**src/rtl/ifetch_pkg.sv**
```systemverilog
// Shared types and constants for the instruction-fetch SRAM bridge.
// The FIFO entry carries the fetched word plus its range/alignment error flag.
package ifetch_pkg;
    localparam int IFETCH_IR_W = 32;
    localparam logic [IFETCH_IR_W-1:0] IFETCH_NOP = 32'h0000_0013;

    typedef struct packed {
        logic                   err;
        logic [IFETCH_IR_W-1:0] ir;
    } fifo_entry_t;
endpackage

```
**src/rtl/sync_fifo.sv**
```systemverilog
// Synchronous FIFO with wrap-bit pointers, a clear input and an occupancy count.
// A pop frees the head slot before a same-cycle push, so push+pop on a full FIFO is legal.
module sync_fifo #(
    parameter int WIDTH = 33,
    parameter int DEPTH = 4
) (
    input  logic                     clk_i,
    input  logic                     rst_i,
    input  logic                     clr_i,
    input  logic                     push_i,
    input  logic [WIDTH-1:0]         wdata_i,
    input  logic                     pop_i,
    output logic [WIDTH-1:0]         rdata_o,
    output logic [$clog2(DEPTH):0]   count_o,
    output logic                     empty_o
);
    localparam int AW = $clog2(DEPTH);

    logic [WIDTH-1:0] mem_q [DEPTH];
    logic [AW:0]      wr_ptr_q;
    logic [AW:0]      wr_ptr_d;
    logic [AW:0]      rd_ptr_q;
    logic [AW:0]      rd_ptr_d;
    logic             full_s;
    logic             do_push_s;
    logic             do_pop_s;

    assign empty_o   = (wr_ptr_q == rd_ptr_q);
    assign full_s    = (wr_ptr_q[AW] != rd_ptr_q[AW]) && (wr_ptr_q[AW-1:0] == rd_ptr_q[AW-1:0]);
    assign do_pop_s  = pop_i && !empty_o;
    assign do_push_s = push_i && (!full_s || do_pop_s);
    assign count_o   = wr_ptr_q - rd_ptr_q;
    assign rdata_o   = mem_q[rd_ptr_q[AW-1:0]];

    // Next-pointer computation.
    always_comb begin
        wr_ptr_d = wr_ptr_q;
        rd_ptr_d = rd_ptr_q;
        if (do_push_s) begin
            wr_ptr_d = wr_ptr_q + (AW+1)'(1);
        end else begin
            wr_ptr_d = wr_ptr_q;
        end
        if (do_pop_s) begin
            rd_ptr_d = rd_ptr_q + (AW+1)'(1);
        end else begin
            rd_ptr_d = rd_ptr_q;
        end
    end

    // Pointer registers; clear behaves exactly like reset.
    always_ff @(posedge clk_i) begin
        if (rst_i || clr_i) begin
            wr_ptr_q <= {(AW+1){1'b0}};
            rd_ptr_q <= {(AW+1){1'b0}};
        end else begin
            wr_ptr_q <= wr_ptr_d;
            rd_ptr_q <= rd_ptr_d;
        end
    end

    // Storage write; contents need no reset since the count gates visibility.
    always_ff @(posedge clk_i) begin
        if (do_push_s && !rst_i && !clr_i) begin
            mem_q[wr_ptr_q[AW-1:0]] <= wdata_i;
        end
    end
endmodule

```
**src/rtl/ifetch_sram_bridge.sv**
```systemverilog
// Fetch-request to single-port SRAM bridge: range/alignment check, one in-flight
// read slot and a credit-managed response FIFO so backpressure never drops data.
module ifetch_sram_bridge
    import ifetch_pkg::*;
#(
    parameter int              PC_W    = 32,
    parameter int              IR_W    = 32,
    parameter int              SRAM_AW = 10,
    parameter int              DEPTH   = 4,
    parameter logic [PC_W-1:0] PC_BASE = {PC_W{1'b0}}
) (
    input  logic               clk,
    input  logic               rst,
    input  logic               flush,
    input  logic               req_vld,
    output logic               req_rdy,
    input  logic [PC_W-1:0]    req_pc,
    output logic               rsp_vld,
    input  logic               rsp_rdy,
    output logic [IR_W-1:0]    rsp_ir,
    output logic               rsp_err,
    output logic [SRAM_AW-1:0] sram_addr,
    output logic               sram_wen,
    output logic [IR_W-1:0]    sram_wdata,
    input  logic [IR_W-1:0]    sram_rdata
);
    localparam int AW = $clog2(DEPTH);

    logic [PC_W-1:0]    offset_s;
    logic               legal_s;
    logic               accept_s;
    logic [AW:0]        fifo_cnt_s;
    logic [AW+1:0]      occ_s;
    logic               fifo_empty_s;
    logic               inflight_vld_q;
    logic               inflight_vld_d;
    logic               inflight_err_q;
    logic               inflight_err_d;
    logic [SRAM_AW-1:0] addr_q;
    logic [SRAM_AW-1:0] addr_d;
    fifo_entry_t        wr_entry_s;
    fifo_entry_t        head_s;

    // Offset-based range test avoids overflow of PC_BASE + window size.
    assign offset_s = req_pc - PC_BASE;
    assign legal_s  = (req_pc[1:0] == 2'b00) && (req_pc >= PC_BASE)
                   && ((offset_s >> (SRAM_AW + 2)) == {PC_W{1'b0}});

    assign occ_s    = {1'b0, fifo_cnt_s} + {{(AW+1){1'b0}}, inflight_vld_q};
    assign req_rdy  = !rst && !flush && (occ_s < (AW+2)'(DEPTH));
    assign accept_s = req_vld && req_rdy;

    assign sram_addr  = addr_d;
    assign sram_wen   = 1'b0;
    assign sram_wdata = {IR_W{1'b0}};

    // SRAM address and in-flight slot next state.
    always_comb begin
        addr_d         = addr_q;
        inflight_vld_d = accept_s;
        inflight_err_d = 1'b0;
        if (accept_s && legal_s) begin
            addr_d = SRAM_AW'(offset_s >> 2);
        end else begin
            addr_d = addr_q;
        end
        if (accept_s) begin
            inflight_err_d = !legal_s;
        end else begin
            inflight_err_d = 1'b0;
        end
    end

    // In-flight and address registers; flush has the same effect as reset.
    always_ff @(posedge clk) begin
        if (rst || flush) begin
            inflight_vld_q <= 1'b0;
            inflight_err_q <= 1'b0;
            addr_q         <= {SRAM_AW{1'b0}};
        end else begin
            inflight_vld_q <= inflight_vld_d;
            inflight_err_q <= inflight_err_d;
            addr_q         <= addr_d;
        end
    end

    // FIFO write entry: illegal fetches substitute a NOP.
    always_comb begin
        wr_entry_s = '0;
        if (inflight_err_q) begin
            wr_entry_s.err = 1'b1;
            wr_entry_s.ir  = IFETCH_NOP;
        end else begin
            wr_entry_s.err = 1'b0;
            wr_entry_s.ir  = sram_rdata;
        end
    end

    sync_fifo #(
        .WIDTH ($bits(fifo_entry_t)),
        .DEPTH (DEPTH)
    ) u_rsp_fifo (
        .clk_i   (clk),
        .rst_i   (rst),
        .clr_i   (flush),
        .push_i  (inflight_vld_q),
        .wdata_i (wr_entry_s),
        .pop_i   (rsp_vld && rsp_rdy),
        .rdata_o (head_s),
        .count_o (fifo_cnt_s),
        .empty_o (fifo_empty_s)
    );

    assign rsp_vld = !fifo_empty_s;
    assign rsp_ir  = rsp_vld ? head_s.ir : {IR_W{1'b0}};
    assign rsp_err = rsp_vld ? head_s.err : 1'b0;
endmodule

```
**config.mk**
```make
export PLATFORM = sky130hd
export DESIGN_NAME = ifetch_sram_bridge
export DESIGN_NICKNAME = d
export VERILOG_FILES = /design/src/rtl/ifetch_pkg.sv /design/src/rtl/sync_fifo.sv /design/src/rtl/ifetch_sram_bridge.sv
export SDC_FILE = /design/constraint.sdc
export NUM_CORES = 1
export LEC_CHECK = 0
export CELL_PAD_IN_SITES_DETAIL_PLACEMENT = 0
export CELL_PAD_IN_SITES_GLOBAL_PLACEMENT = 1
export CORE_MARGIN = 1.5
export CORE_UTILIZATION = 25
export DETAILED_ROUTE_END_ITERATION = 10
export GPL_ROUTABILITY_DRIVEN = 0
export PLACE_DENSITY_LB_ADDON = 0.25
export SLEW_MARGIN = 20
export SYNTH_ARGS = -nofsm -noshare
export SYNTH_HDL_FRONTEND = slang
export SYNTH_SLANG_ARGS = --single-unit
```
**constraint.sdc**
```tcl
create_clock -name clk -period 4.8 [get_ports clk]
set_input_delay 0.48 -clock clk [delete_from_list [all_inputs] [get_ports clk]]
set_output_delay 0.48 -clock clk [all_outputs]
set_load 0.02 [all_outputs]
```
==> impl_metrics.json, run 1 <==
{
  "dieArea_um2": 27500,
  "holdPathStages": 2,
  "grt_pass1_wl_um": 21700,
  "hp-class": "flop to flop",
  "initial_core_util_pct": 25.4,
  "grt_max_degree": 37,
  "cts_tree": "built",
  "max-cap-violations": 0,
  "num_rows": 59,
  "drt_iter0_drc": 191,
  "finalSetupTns_ps": 0,
  "post-cts-setup-buffers": 0,
  "fmax_mhz": 252,
  "wire_per_inst_um": 16.1,
  "syn_inst": 399,
  "multi_input_comb_area_um2": 2000,
  "ys.flop_type": "edfxtp_1",
  "synthArstFlopShare_pct": 0,
  "rsz0062_at_grt": "no",
  "syn_area_per_cell_um2": 16.6,
  "synth_most_common_cell": "edfxtp_1",
  "critical-path-max-stage-delay_ps": 540,
  "vias": 3538,
  "hold_violations": 0,
  "final.period_utilization_pct": 82.6,
  "drtPass1Iterations": 4,
  "rr_startpoint": "u_rsp_fifo.wr_ptr_q[0]$_SDFFE_PP0N_",
  "regArea_um2": 4370,
  "drt_wl_total_um": 13900,
  "antenna_found_initial": 0,
  "grt_overflow": 0,
  "hp-start": "addr_q[3]$_SDFF_PP0_",
  "ir_worst_vdd_mv": 0.134,
  "total_power_mw": 2.83,
  "cts_resized": 0,
  "r2r_slack_ps": 2170,
  "die_height_um": 166,
  "synth.area.top_cells": "edfxtp_1 60%, mux4_2 11%, dfxtp_1 6.0%, nor2b_1 5.9%, buf_4 3.7%",
  "dpl.cell_count": 829,
  "synth_seq_cells": 152,
  "met2_length_um": 7000,
  "avgViaCountPerCell": 4.10,
  "finalMaxSlewViolations": 0,
  "clock_skew_ps": 14.5,
  "leakage_nw": 2.81,
  "cts_buffer_depth": 2,
  "min_to": "addr_q[3]$_SDFF_PP0_",
  "root_buffer": "clkbuf_16",
  "cts_buffers": 17,
  "setup.worst_path.start": "u_rsp_fifo.wr_ptr_q[0]$_SDFFE_PP0N_",
  "critPathKind": "flop to output port",
  "wl_met1_um": 5930,
  "synth_area_leader_cell": "edfxtp_1",
  "htreeDepth": 4,
  "crit_buf_inv": 3,
  "syn-cell-area_um2": 6620,
  "nFillCells": 2579,
  "drive_above_1_share_pct": 17.8,
  "clkTransAtPathRegs_ps": 70,
  "power_density_nw_per_um2": 331,
  "numPortBuffers": 113,
  "startpoint_type": "flop",
  "slew_headroom_pct": 31.0,
  "highest_layer": "met4",
  "dpl.hpwl_um": 8250,
  "ios": 147,
  "crit_family": "buffers and inverters",
  "whs_ps": 467,
  "utilization_pct": 32.8,
  "synth_edf_count": 132,
  "yosysWarnings": 0,
  "worst_pin_slew_ps": 1030,
  "required_ps": 4320,
  "setup_violations": 0,
  "drc": 0,
  "reg2regPathDepth": 5,
  "period_needed_ps": 3970,
  "clock-sinks": 152,
  "grt_pass1_vias": 3825,
  "core-area_um2": 26100,
  "finalNonFillerCells": 862,
  "insertion_delay_ps": 420,
  "yosysTopAreaCellShare_pct": 59.9,
  "die_w_um": 166,
  "antenna_cells_inserted": 0,
  "crit_slowest_cell": "clkdlybuf4s50_1",
  "fin_nets": 591,
  "synth_cell_types": 32,
  "dr_wl_met3_um": 831,
  "path_max_fanout": 13,
  "ctsHoldBuffers": 0,
  "path_cells": "inv_1 > ha_1 > fa_1 > xnor3_1 > nand4_2 > nor3_4 > buf_8 > mux2_4 > clkdlybuf4s50_1",
  "cp-end-kind": "output port",
  "area_growth_pct": 28.9,
  "rr_endpoint": "u_rsp_fifo.mem_q[2][12]$_DFFE_PP_",
  "crit_arrival_ps": 3490,
  "final_antenna_net_count": 0,
  "ys_seq_area_share_pct": 65.9,
  "netlist_top_cells_count": "132 x edfxtp_1, 62 x nor2b_1, 33 x buf_4, 33 x mux4_2, 20 x dfxtp_1",
  "outcome": "complete, no violations",
  "grt.total_usage_pct": 10.5
}
## cell usage in the layout, fill, tap and decap left out, types with 2 or more instances in the layout
cell,Yosys,layout
xnor2_1,2,2
nor2_1,12,11
xor2_1,4,4
nand2_1,16,16
buf_4,33,3
conb_1,1,33
ha_1,7,7
nand4_2,2,2
clkdlybuf4s50_1,0,113
inv_1,10,10
mux2_4,10,10
clkinv_4,0,3
edfxtp_1,132,132
clkinv_1,0,2
nor2b_1,62,62
mux2i_1,12,12
inv_8,0,2
clkbuf_16,0,17
clkinvlp_4,0,2
inv_6,0,5
and3_2,1,5
dfxtp_2,0,3
nor4_1,5,5
or2_2,4,4
mux4_2,33,33
dfxtp_1,20,17
## cell type report
cell class	instances	share of cell area, %
inverter	10	0.440
timing repair buffer	117	13.7
sequential	152	51.2
multi-input combinational	216	23.4
tap	335	4.91
clock buffer	18	5.03
clock inverter	14	1.35
## metrics by stage
| step | setup slack, ps | cell area [um2] |
|---|---|---|
| 2_1_floorplan | 2150 | 6740 |
| 3_3_place_gp | 997 | 7980 |
| 6_report | 833 | 8540 |
| 3_5_place_dp | 960 | 7980 |
| 5_1_grt | 665 | 8540 |
| 4_1_cts | 487 | 8520 |
## report_power, final
| part | switching [mW] | internal (mW) |
|---|---|---|
| combinational | 0.0762 | 0.0773 |
| sequential | 0.00657 | 1.44 |
| clock | 0.550 | 0.674 |
## how the worst max path moves through the flow
stage                         to  cells after the start  slack (ps)
global route        sram_addr[4]                      9         660
finish              sram_addr[1]                      9         830
CTS                 sram_addr[1]                      8         490
global placement    sram_addr[1]                      6        1000
floorplan           sram_addr[0]                      8        2150
detailed placement  sram_addr[1]                      8         960
## per-layer routing
metal | vias to the layer above | track usage, %
met5 | - | 0
met4 | 0 | 2.82
met3 | 12 | 3.86
met2 | 110 | 17.8
met1 | 1773 | 12.6
li1 | 1643 | -
## state kept, by name, indices dropped and copies added, names as in the netlist, named ones only
name	flops
u_rsp_fifo.mem_q	132
u_rsp_fifo.wr_ptr_q	3
inflight_vld_q	1
inflight_err_q	1
u_rsp_fifo.rd_ptr_q	3
addr_q	10
## logic make-up after synthesis
group	count (synthesis)	share of synthesized area [%]
and+or+nand+nor	109	9.64
muxes	55	15.3
AOI/OAI and AO/OA	4	0.453
xor gates and xnor gates	7	1.13
other	1	0.0566
DFF	152	65.9
buffers and inverters	63	5.89
adders and majority gates	8	1.62
## tightest hold or removal path, stage by stage (launching register included)
cell and delay [ps]:
dfxtp_1 320, nand2_1 50, mux2i_1 50
(Power assumes the default switching activity.)
==> run 2, diff against run 1 <==
Clock period 4.8 ns to 3.6 ns, I/O delays scaled along.
==> run 2 against run 1 <==
Effect of this change:
- utilization rose by 0.95 points
- clock power rose by 60%
- sequential share of layout area fell by 1.4 points
- total power increased by 45%
- sequential power is 33% higher
- highest routed layer unchanged
- critical endpoint is now sram_addr[9]
- worst hold slack got worse by 2.1 ps
- routed wire length is 0.54% higher
- die area did not move
- sequential cell count is the same
- worst setup slack got worse by 420 ps
==> impl_metrics.json, run 2 (synthesized netlist as in run 1, its figures left out) <==
{
  "setup_violations": 0,
  "wire_per_inst_um": 16.0,
  "fin_nets": 604,
  "insertion_delay_ps": 410,
  "cts_buffer_depth": 2,
  "num_rows": 59,
  "drc": 0,
  "hold_violations": 0,
  "hp-class": "flop to flop",
  "ios": 147,
  "clock-sinks": 152,
  "cp-end-kind": "output port",
  "post-place-ws_ps": -6.35,
  "timing.final.ws_setup_ps": 413,
  "drt_iter0_drc": 104,
  "numPortBuffers": 113,
  "grt_max_degree": 37,
  "core-area_um2": 26100,
  "crit_arrival_ps": 2830,
  "antenna_found_initial": 0,
  "required_ps": 3240,
  "worst_pin_slew_ps": 950,
  "largest_reg_flops": 132,
  "initial_core_util_pct": 25.4,
  "max-cap-violations": 0,
  "mostFrequentLayoutCell": "edfxtp_1",
  "setup.worst_path.start": "u_rsp_fifo.wr_ptr_q[0]$_SDFFE_PP0N_",
  "startpoint_type": "flop",
  "dieArea_um2": 27500,
  "vias": 3545,
  "dpl.hpwl_um": 9000,
  "grt_overflow": 0,
  "rr_startpoint": "u_rsp_fifo.wr_ptr_q[0]$_SDFFE_PP0N_",
  "grt_pass1_wl_um": 22000,
  "avgViaCountPerCell": 4.05,
  "drt_wl_total_um": 14000,
  "hp-start": "addr_q[1]$_SDFF_PP0_",
  "period_needed_ps": 3190,
  "path_max_fanout": 10,
  "nFillCells": 2503,
  "final_antenna_net_count": 0,
  "final.period_utilization_pct": 88.5,
  "slew_headroom_pct": 36.3,
  "drive_above_1_share_pct": 20.0,
  "cts_buffers": 17,
  "grt_pass1_vias": 3859,
  "power_density_nw_per_um2": 465,
  "drtPass1Iterations": 6,
  "fmax_mhz": 314,
  "area_growth_pct": 32.6,
  "clkTransAtPathRegs_ps": 60,
  "whs_ps": 465,
  "finalMaxSlewViolations": 0,
  "clock_skew_ps": 9.08,
  "ctsHoldBuffers": 0,
  "cts_tree": "built",
  "critPathKind": "flop to output port",
  "rsz0062_at_grt": "no",
  "outcome": "complete, no violations",
  "leakage_nw": 3.11,
  "die_height_um": 166,
  "total_power_mw": 4.09,
  "die_w_um": 166,
  "antenna_cells_inserted": 0,
  "htreeDepth": 4,
  "ir_worst_vdd_mv": 0.251,
  "grt.total_usage_pct": 10.5,
  "root_buffer": "clkbuf_16",
  "mostFrequentLayoutCells": "132 x edfxtp_1, 103 x clkdlybuf4s50_1, 62 x nor2b_1"
}
==> run 2: cell types whose count changed in the layout (fill, tap and decap cells not counted), sizes merged <==
cell and change:
buf +12, bufinv +5, clkdlybuf4s50 -10, clkinv -1, clkinvlp -1, dlymetal6s2s +10, inv -3, nor3 +1
==> run 2: what timing repair did <==
item / CTS / global route
gates cloned: 1 / 0
setup buffers: 1 / 0
setup endpoints to repair: 10 / 10
pin swaps: 1 / 0
hold endpoints to repair: 0 / 0
resized for setup: 0 / 10
==> run 2: layout make-up <==
type,instances,area [um2],share of cell area (%)
timing repair buffer,129,1300,14.8
sequential,152,4370,49.7
multi-input combinational,217,2010,22.9
inverter,10,37.5,0.427
clock buffer,18,429,4.89
clock inverter,14,219,2.49
tap,335,419,4.77
==> run 2: path summary, 6_finish.rpt <==
check                         end  slack, ps  cells after the start
max                  sram_addr[9]        410                      9
min          addr_q[1]$_SDFF_PP0_        470                      2
max reg2reg  addr_q[2]$_SDFF_PP0_       1020                      7
min reg2reg  addr_q[1]$_SDFF_PP0_        470                      2
==> run 2: per-layer routing <==
layer  share of wire (%)  up-vias  global-route usage, %
li1                    -     1669                      -
met1                  42     1757                   12.7
met2                  51      107                   17.6
met3                 5.8       12                   3.72
met4                 1.0        0                   3.29
met5                   0        -                      0
==> run 2: power by group <==
| group | internal, mW | switching (mW) | total [mW] |
|---|---|---|---|
| combinational | 0.105 | 0.104 | 0.209 |
| sequential | 1.92 | 0.00819 | 1.93 |
| clock | 1.24 | 0.710 | 1.95 |
| total | 3.27 | 0.822 | 4.09 |
==> run 2: critical path, stage by stage, from the launching register on <==
cell,delay (ps)
dfxtp_1,330
inv_1,80
ha_1,190
fa_1,420
or3b_2,480
nand4_2,180
nor3_4,70
buf_12,150
mux2_4,300
dlymetal6s2s_1,210
==> run 2: through the flow <==
step,util (%),setup TNS (ps),instance area [um2],cells
after CTS,33.6,0,8760,875
final,33.7,0,8780,875
after detailed placement,31.0,-6.35,8080,841
after global placement,31.0,0,8080,841
after floorplan,-,0,6740,431
after global routing,33.7,0,8780,875
